### config.mk
export PLATFORM = sky130hd
export DESIGN_NAME = chip8_tick_sched_flat
export DESIGN_NICKNAME = d
export VERILOG_FILES = /design/src/rtl/chip8_tick_sched_if.sv /design/src/rtl/chip8_tick_sched.sv /design/src/flat_wrapper.sv
export SDC_FILE = /design/constraint.sdc
export NUM_CORES = 1
export LEC_CHECK = 0
export CAP_MARGIN = 25
export CORE_MARGIN = 3
export CORE_UTILIZATION = 40
export CTS_BUF_LIST = sky130_fd_sc_hd__clkbuf_4 sky130_fd_sc_hd__clkbuf_8
export CTS_CLUSTER_DIAMETER = 50
export DETAILED_ROUTE_END_ITERATION = 8
export PLACE_DENSITY_LB_ADDON = 0.15
export SLEW_MARGIN = 40
export SYNTH_ARGS = -nofsm -noshare
export SYNTH_HDL_FRONTEND = slang
export SYNTH_SLANG_ARGS = --single-unit
export TNS_END_PERCENT = 10
### constraint.sdc
create_clock -name clk -period 3.4 [get_ports clk]
set_input_delay 0.51 -clock clk [delete_from_list [all_inputs] [get_ports clk]]
set_output_delay 0.51 -clock clk [all_outputs]
set_load 0.01 [all_outputs]
### src/rtl/chip8_tick_sched_if.sv
// Control/status bundle between the CHIP-8 tick scheduler and its users.
// The master drives run control and speed requests; the slave returns enables and status.
interface chip8_tick_sched_if;
   logic [1:0] clksel;
   logic       pause;
   logic       step;
   logic       wait_vblank;
   logic       cpu_clk_en;
   logic       timer_tick;
   logic       frame_tick;
   logic       paused;
   logic       waiting;
   logic [1:0] active_sel;

   modport master (
      output clksel, pause, step, wait_vblank,
      input  cpu_clk_en, timer_tick, frame_tick, paused, waiting, active_sel
   );

   modport slave (
      input  clksel, pause, step, wait_vblank,
      output cpu_clk_en, timer_tick, frame_tick, paused, waiting, active_sel
   );
endinterface

### src/rtl/chip8_tick_sched.sv
// CHIP-8 tick scheduler: instruction enable at four speed grades, 60 Hz timer tick,
// frame tick, OSD pause/single-step, frame-aligned speed changes and vblank stall.
module chip8_tick_sched #(
   parameter int BASE_DIV  = 3000,
   parameter int FRAME_DIV = 1000000
) (
   input logic clk,
   input logic rst,
   chip8_tick_sched_if.slave bus
);

   localparam int BW = (BASE_DIV  > 1) ? $clog2(BASE_DIV)  : 1;
   localparam int FW = (FRAME_DIV > 1) ? $clog2(FRAME_DIV) : 1;

   typedef enum logic [1:0] {ST_RUN, ST_PAUSE, ST_STEP} state_t;

   state_t        state, state_next;
   logic [BW-1:0] base_cnt;
   logic [FW-1:0] frame_cnt;
   logic [1:0]    acc, acc_next;
   logic [2:0]    sum;
   logic          bstb, fstb, fire;

   assign bstb = (base_cnt  == BW'(BASE_DIV - 1));
   assign fstb = (frame_cnt == FW'(FRAME_DIV - 1));
   assign sum  = {1'b0, acc} + {1'b0, bus.active_sel} + 3'd1;

   // sum[2] means the accumulator overflowed past 3; sum[1:0] is the carried remainder.
   always_comb begin
      state_next = state;
      acc_next   = acc;
      fire       = 1'b0;
      case (state)
         ST_RUN: begin
            if (bstb && !bus.waiting) begin
               fire     = sum[2];
               acc_next = sum[1:0];
            end
            if (bus.pause) state_next = ST_PAUSE;
         end
         ST_PAUSE: begin
            if (!bus.pause)    state_next = ST_RUN;
            else if (bus.step) state_next = ST_STEP;
         end
         ST_STEP: begin
            // Releasing pause abandons a step that has not yet found its base tick.
            if (!bus.pause) begin
               state_next = ST_RUN;
            end else if (bstb && !bus.waiting) begin
               fire       = 1'b1;
               state_next = ST_PAUSE;
            end
         end
         default: state_next = ST_PAUSE;
      endcase
   end

   always_ff @(posedge clk) begin
      if (rst) begin
         state          <= ST_PAUSE;
         base_cnt       <= '0;
         frame_cnt      <= '0;
         acc            <= 2'd0;
         bus.cpu_clk_en <= 1'b0;
         bus.timer_tick <= 1'b0;
         bus.frame_tick <= 1'b0;
         bus.paused     <= 1'b1;
         bus.waiting    <= 1'b0;
         bus.active_sel <= 2'd0;
      end else begin
         state          <= state_next;
         base_cnt       <= bstb ? '0 : base_cnt + 1'b1;
         frame_cnt      <= fstb ? '0 : frame_cnt + 1'b1;
         acc            <= acc_next;
         bus.cpu_clk_en <= fire;
         bus.timer_tick <= fstb && (state == ST_RUN);
         bus.frame_tick <= fstb;
         bus.paused     <= (state_next != ST_RUN);
         // A new request in the clearing cycle wins, stretching the stall a whole frame.
         if (bus.wait_vblank)  bus.waiting <= 1'b1;
         else if (fstb)        bus.waiting <= 1'b0;
         if (fstb || bus.paused) bus.active_sel <= bus.clksel;
      end
   end

endmodule

### src/flat_wrapper.sv
// flat-port wrapper written by rule: the top's interface ports become plain ports
module chip8_tick_sched_flat 
#(
   parameter int BASE_DIV  = 3000,
   parameter int FRAME_DIV = 1000000
)
  (clk, rst, bus_clksel, bus_pause, bus_step, bus_wait_vblank, bus_cpu_clk_en, bus_timer_tick, bus_frame_tick, bus_paused, bus_waiting, bus_active_sel);
  chip8_tick_sched_if bus_i ();
  input logic clk;
  input logic rst;
  input wire logic [$bits(bus_i.clksel)-1:0] bus_clksel;
  input wire logic [$bits(bus_i.pause)-1:0] bus_pause;
  input wire logic [$bits(bus_i.step)-1:0] bus_step;
  input wire logic [$bits(bus_i.wait_vblank)-1:0] bus_wait_vblank;
  output wire logic [$bits(bus_i.cpu_clk_en)-1:0] bus_cpu_clk_en;
  output wire logic [$bits(bus_i.timer_tick)-1:0] bus_timer_tick;
  output wire logic [$bits(bus_i.frame_tick)-1:0] bus_frame_tick;
  output wire logic [$bits(bus_i.paused)-1:0] bus_paused;
  output wire logic [$bits(bus_i.waiting)-1:0] bus_waiting;
  output wire logic [$bits(bus_i.active_sel)-1:0] bus_active_sel;
  assign bus_i.clksel = bus_clksel;
  assign bus_i.pause = bus_pause;
  assign bus_i.step = bus_step;
  assign bus_i.wait_vblank = bus_wait_vblank;
  assign bus_cpu_clk_en = bus_i.cpu_clk_en;
  assign bus_timer_tick = bus_i.timer_tick;
  assign bus_frame_tick = bus_i.frame_tick;
  assign bus_paused = bus_i.paused;
  assign bus_waiting = bus_i.waiting;
  assign bus_active_sel = bus_i.active_sel;
  chip8_tick_sched #(.BASE_DIV(BASE_DIV), .FRAME_DIV(FRAME_DIV)) u_core (.clk(clk), .rst(rst), .bus(bus_i));
endmodule
==> results of run 1 <==
==> cells by family (layout without fill, tap and decap cells) <==
family	count (synthesis)	count (layout)	synth area share
adder cells (fa/ha/maj)	4	4	0.02997
buffers and inverters	17	31	0.03713
multiplexers	4	4	0.02085
XOR/XNOR	22	22	0.1003
AO/OA/AOI/OAI	21	21	0.06580
flip-flops	43	43	0.4482
AND/OR/NAND/NOR	107	107	0.2977
==> power by group through the flow <==
stage	sequential [mW]	combinational, mW	clock (mW)
5_1_grt	0.528	0.0551	0.422
6_report	0.526	0.0486	0.388
3_5_place_dp	0.538	0.0494	0
2_1_floorplan	0.535	0.0309	0
4_1_cts	0.526	0.0497	0.403
3_3_place_gp	0.538	0.0490	0
==> final cells by class <==
type / instances / area, um2 / share of cell area
Multi-Input combinational cell: 158 / 988.4 / 0.4501
Sequential cell: 43 / 860.8 / 0.3920
Clock buffer: 6 / 76.32 / 0.03476
Clock inverter: 1 / 30.03 / 0.01368
Tap cell: 52 / 65.06 / 0.02963
Timing Repair Buffer: 14 / 137.6 / 0.06268
Inverter: 10 / 37.54 / 0.01709
==> per-stage QoR <==
| step | cells | power [mW] | utilization | hold WS (ps) | setup WS [ps] |
|---|---|---|---|---|---|
| final | 284 | 0.9625 | 0.4875 | 468.4 | 1238 |
| after detailed placement | 277 | 0.5872 | 0.4639 | 451.7 | 1267 |
| after CTS | 284 | 0.9791 | 0.4875 | 471.7 | 1224 |
| after floorplan | 218 | 0.5655 | - | 426.1 | 1457 |
| after global placement | 277 | 0.5869 | 0.4639 | 444.4 | 1283 |
| after global routing | 284 | 1.005 | 0.4875 | 505.4 | 1126 |
==> cells in the mapped netlist, drive strengths merged <==
| library cell | instances |
|---|---|
| a211oi | 1 |
| nand3 | 13 |
| o21ai | 8 |
| inv | 10 |
| xnor2 | 13 |
| or2 | 2 |
| nor2 | 33 |
| nand2b | 2 |
| ha | 3 |
| nor3 | 5 |
| a21oi | 9 |
| nand2 | 14 |
| nor4b | 1 |
| nand4b | 3 |
| nor4 | 5 |
| or4bb | 1 |
| xor2 | 9 |
| or3 | 6 |
| and3 | 5 |
| clkbuf | 6 |
| mux2i | 4 |
| fa | 1 |
| o22ai | 1 |
| nand4bb | 2 |
| buf | 1 |
| and4 | 1 |
| a211o | 1 |
| and2 | 1 |
| nand3b | 1 |
| dfxtp | 43 |
| nand4 | 6 |
| o31ai | 1 |
| or4 | 5 |
| or4b | 1 |
==> layer usage <==
layer / vias to the layer above / global-route usage / part of all wire
li1: 785 / - / -
met1: 654 / 0.2010 / 0.53
met2: 25 / 0.1850 / 0.41
met3: 7 / 0.03694 / 0.041
met4: 0 / 0.06602 / 0.020
met5: - / 0 / 0
==> state kept, by name, summed over array words and instances, names as in the netlist <==
register / cells
u_core.acc: 2
u_core.bus.timer_tick: 1
u_core.bus.cpu_clk_en: 1
u_core.frame_cnt: 20
u_core.bus.paused: 1
u_core.bus.frame_tick: 1
u_core.bus.waiting: 1
u_core.bus.active_sel: 2
u_core.base_cnt: 12
u_core.state: 2
==> final timing paths <==
kind	start	endpoint	depth (start not counted)
hold reg to reg	u_core.base_cnt[0]	u_core.base_cnt[0]	1
setup / recovery	u_core.frame_cnt[16]	u_core.frame_cnt[7]	4
setup reg to reg	u_core.frame_cnt[16]	u_core.frame_cnt[7]	4
hold / removal	u_core.base_cnt[0]	u_core.base_cnt[0]	1
==> impl_metrics.toml, run 1 <==
[yosys]
yosysTopAreaCell = "dfxtp_1"
netlist-cell-type-count = 36
synth_area_per_cell_um2 = 8.810
syn_nets = 229
netlist_area_mm2 = 0.001921
yosys_register_bits = 43
synth_area_leaders = "dfxtp_1 45%, nor2_1 6.4%, xnor2_1 5.9%"
synth-warning-count = 0
yosysTopAreaCellShare = 0.4482
synth_seq_area_share = 0.4482
synthCells = 218

[die]
dieWidth_um = 75.29
pin_count = 14
dieArea_mm2 = 0.005669
core.rowCount = 24
dieHeight_um = 75.29
core_mm2 = 0.004504
initial_core_util = 0.4264

[timing]
fmax_mhz = 462.6
finalCritPeriodShare = 0.6358
maxSlewHeadroom = 0.5272
drv_slew = 0
grt_setup_unrepaired = "false"
fin_skew_ps = 10.76
fin_setup_tns_ps = 0
tightest_slew_ps = 699.4
setup_violations = 0
hold_viol_final = 0
fin_crit_ps = 2162

[power]
switchingPower_uw = 199.8
clock_power_share = 0.403
p_sw_frac = 0.2076
ir_drop_v = 0.0002259
leakage_nw = 0.7294
p_seq_frac = 0.546
powerDensity_mw_per_mm2 = 438.3
comb_power_share = 0.051
p_int_uw = 762.7

[detailed_routing]
drc = 0
wl_per_cell_um = 12.85
vias_per_cell = 5.180
drt-total-wl_mm = 3.650
initialDrtViolationCount = 118
first_pass_iters = 4
vias = 1471
final_antenna_net_count = 0

[placed_design]
gp_congestion = 0.7768
portBuffers = 13
dpl_cell_area_mm2 = 0.002090
hpwl_mm = 2.509

[final_layout]
nets = 243
drive_gt1_frac = 0.05172
syn_to_final_growth_pct = 14.33
layout_common_cells = "43 x dfxtp_1, 33 x nor2_1, 14 x nand2_1"
final_common_cell = "dfxtp_1"
fin_area_mm2 = 0.002196
antenna_cells = 0
fillers = 444

[setup_path]
cp-end-kind = "flip-flop"
critPathLaunchType = "flip-flop"
slowest_stage = "or4_4"
critPathBufInv = 0
critPathTopFamily = "simple AND/OR/NAND/NOR gates"
r2r_slack_ps = 1240
worst-path-max-fanout = 19
cp.arrival_ps = 2320
path_cells = "or4bb_1 -> or4_4 -> o21ai_4 -> nor2_1"
path_class = "flip-flop to flip-flop"
required_ps = 3560
max_stage_delay_ps = 570

[clock_tree]
h-tree-depth = 2
path_clk_slew_ps = 80
cts_setup_buffers = 0
postCtsResizedCells = 0
cts_sinks = 43
cts_root_buf = "clkbuf_8"
hold_buffers = 0
clockBufferDepth = 2
clock_latency_ps = 290
cts_tree = "done"
numCtsBuffers = 5

[status]
outcome = "complete, no violations"

[global_route]
grt_pass1_vias = 1280
grt_overflow = 0
grt_max_degree = 20
grt_pass1_wl_mm = 5.934
track_usage = 0.1374
antenna_found_initial = 0

[flow_run]
cap_violations = 0

[min_path]
hold_path.class = "flip-flop to flip-flop"
No activity file was read; power rests on OpenSTA's default activity.
==> run 2: changes to the inputs <==
==> constraint.sdc (replaced) <==
create_clock -name clk -period 2.2 [get_ports clk]
set_input_delay 0.33 -clock clk [delete_from_list [all_inputs] [get_ports clk]]
set_output_delay 0.33 -clock clk [all_outputs]
set_load 0.01 [all_outputs]
==> run 2 against run 1 <==
Worst setup slack worse by 1000 ps. Cell count up 2.8%. Sequential share of layout area down 1.1 points. Global-route usage up 0.78 points. Clock power grew 62%. Die area stayed put. Cell area rose by 2.9%. Sequential power increased by 55%. Core utilization rose by 1.4 points. Power up 58%. Clock-buffer cell count unchanged. Hold slack got worse by 2.5 ps.
==> impl_metrics.toml, run 2 (synthesis gave the netlist of run 1 again) <==
[placed_design]
dpl_cell_area_mm2 = 0.002142
hpwl_mm = 2.624
portBuffers = 13
gp_congestion = 0.7590

[min_path]
min_to = "u_core.base_cnt[0]"
hold_path.class = "flip-flop to flip-flop"
whs_path_depth = 1
hold_path.startpoint = "u_core.base_cnt[0]"

[timing]
grt_setup_unrepaired = "false"
fin_skew_ps = 7.660
finalCritPeriodShare = 0.9118
setup_violations = 0
fin_crit_ps = 2006
drv_slew = 0
fin_setup_tns_ps = 0
tightest_slew_ps = 470.4
hold_ws_ps = 465.9
hold_viol_final = 0
fmax_mhz = 498.5
maxSlewHeadroom = 0.6835

[power]
ir_drop_v = 0.0003270
leakage_nw = 0.7695
powerDensity_mw_per_mm2 = 673.7

[clock_tree]
cts_setup_buffers = 0
cts_sinks = 43
clock_latency_ps = 290
clockBufferDepth = 2
cts_root_buf = "clkbuf_8"
hold_buffers = 0
path_clk_slew_ps = 70
postCtsResizedCells = 0
cts_tree = "done"
h-tree-depth = 2
numCtsBuffers = 5

[global_route]
grt_busiest_layer = "met1"
grt_max_degree = 14
use_met3 = 0.03430
grt_pass1_wl_mm = 6.444
met1_usage = 0.2145
track_usage = 0.1452
use_met2 = 0.2061
grt_overflow = 0
grt_pass1_vias = 1420
antenna_found_initial = 0

[die]
dieHeight_um = 75.29
initial_core_util = 0.4264
core.rowCount = 24
pin_count = 14
dieArea_mm2 = 0.005669
dieWidth_um = 75.29
core_mm2 = 0.004504

[detailed_routing]
initialDrtViolationCount = 102
drt-total-wl_mm = 3.626
final_antenna_net_count = 0
vias = 1528
first_pass_iters = 4
wl_per_cell_um = 12.42
drc = 0
vias_per_cell = 5.233

[final_layout]
drive_gt1_frac = 0.08333
nets = 250
final_common_cell = "dfxtp_1"
reg_top3 = "u_core.frame_cnt x20, u_core.base_cnt x12"
fin_area_mm2 = 0.002260
syn_to_final_growth_pct = 17.65
antenna_cells = 0
post-route-util = 0.5017
layout_common_cells = "43 x dfxtp_1, 33 x nor2_1, 14 x nand2_1"
fillers = 438
largest_register_ffs = 20
largest_register = "u_core.frame_cnt"

[setup_path]
r2r_start = "u_core.frame_cnt[11]"
path_class = "flip-flop to flip-flop"
r2r_slack_ps = 190
critPathBufInv = 1
slowest_stage = "or4b_1"
critPathLaunchType = "flip-flop"
required_ps = 2380
cp.arrival_ps = 2180
critPathTopFamily = "simple AND/OR/NAND/NOR gates"
reg2reg_depth = 5
max_stage_delay_ps = 560
r2r-end = "u_core.frame_cnt[10]"
cp-end-kind = "flip-flop"
worst-path-max-fanout = 13
path_cells = "or4b_1 -> or4_4 -> o21ai_4 -> buf_4 -> nor2_1"

[flow_run]
cap_violations = 0

[status]
outcome = "complete, no violations"
[run 2: changes by cell type in the layout (fill, tap and decap cells not counted)]
cell	previous run	this run
clkinv_2	0	1
buf_4	1	8
clkbuf_8	5	6
clkbuf_4	1	0
[run 2: power by group]
| part | switching (mW) | internal (mW) | leakage (nW) | total, mW |
|---|---|---|---|---|
| Clock | 0.262 | 0.367 | 0.0612 | 0.630 |
| Sequential | 0.0187 | 0.794 | 0.349 | 0.813 |
| Combinational | 0.0370 | 0.0425 | 0.359 | 0.0796 |
| Total | 0.318 | 1.20 | 0.770 | 1.52 |
[run 2: worst register-to-register path, cell delays in order, from the launching register on]
cell and delay, ps:
dfxtp_1 360, or4b_1 560, or4_4 560, o21ai_4 150, buf_4 210, nor2_1 70
[run 2: cell type report]
cell class,count,area (um2),share of cell area
multi-input combinational,158,988.4,0.4374
timing repair buffer,21,190.2,0.08416
sequential,43,860.8,0.3810
clock inverter,2,35.03,0.01550
tap,52,65.06,0.02879
inverter,10,37.54,0.01661
clock buffer,6,82.58,0.03654
[run 2: how the worst max path moves through the flow]
stage / startpoint / to / slack [ps] / cells past startpoint
final: u_core.frame_cnt[11] / u_core.frame_cnt[10] / 190 / 5
after global routing: u_core.frame_cnt[7] / u_core.frame_cnt[19] / 110 / 4
after CTS: u_core.frame_cnt[15] / u_core.frame_cnt[10] / 190 / 5
after detailed placement: u_core.frame_cnt[6] / u_core.frame_cnt[10] / 220 / 5
after global placement: u_core.frame_cnt[16] / u_core.frame_cnt[10] / 240 / 5
after floorplan: u_core.frame_cnt[6] / u_core.frame_cnt[4] / 260 / 5
[run 2: stage by stage]
stage	power, mW	setup WS, ps	std cells
after floorplan	0.8739	256.9	218
after CTS	1.546	191.0	292
final	1.522	194.1	292
after global placement	0.9110	235.2	284
after detailed placement	0.9129	217.0	284
after global routing	1.588	110.4	292
[run 2: routing by layer]
metal	part of all wire	routed length, um
met1	0.54	1956
met2	0.41	1496
met3	0.034	125
met4	0.013	48
met5	0	0
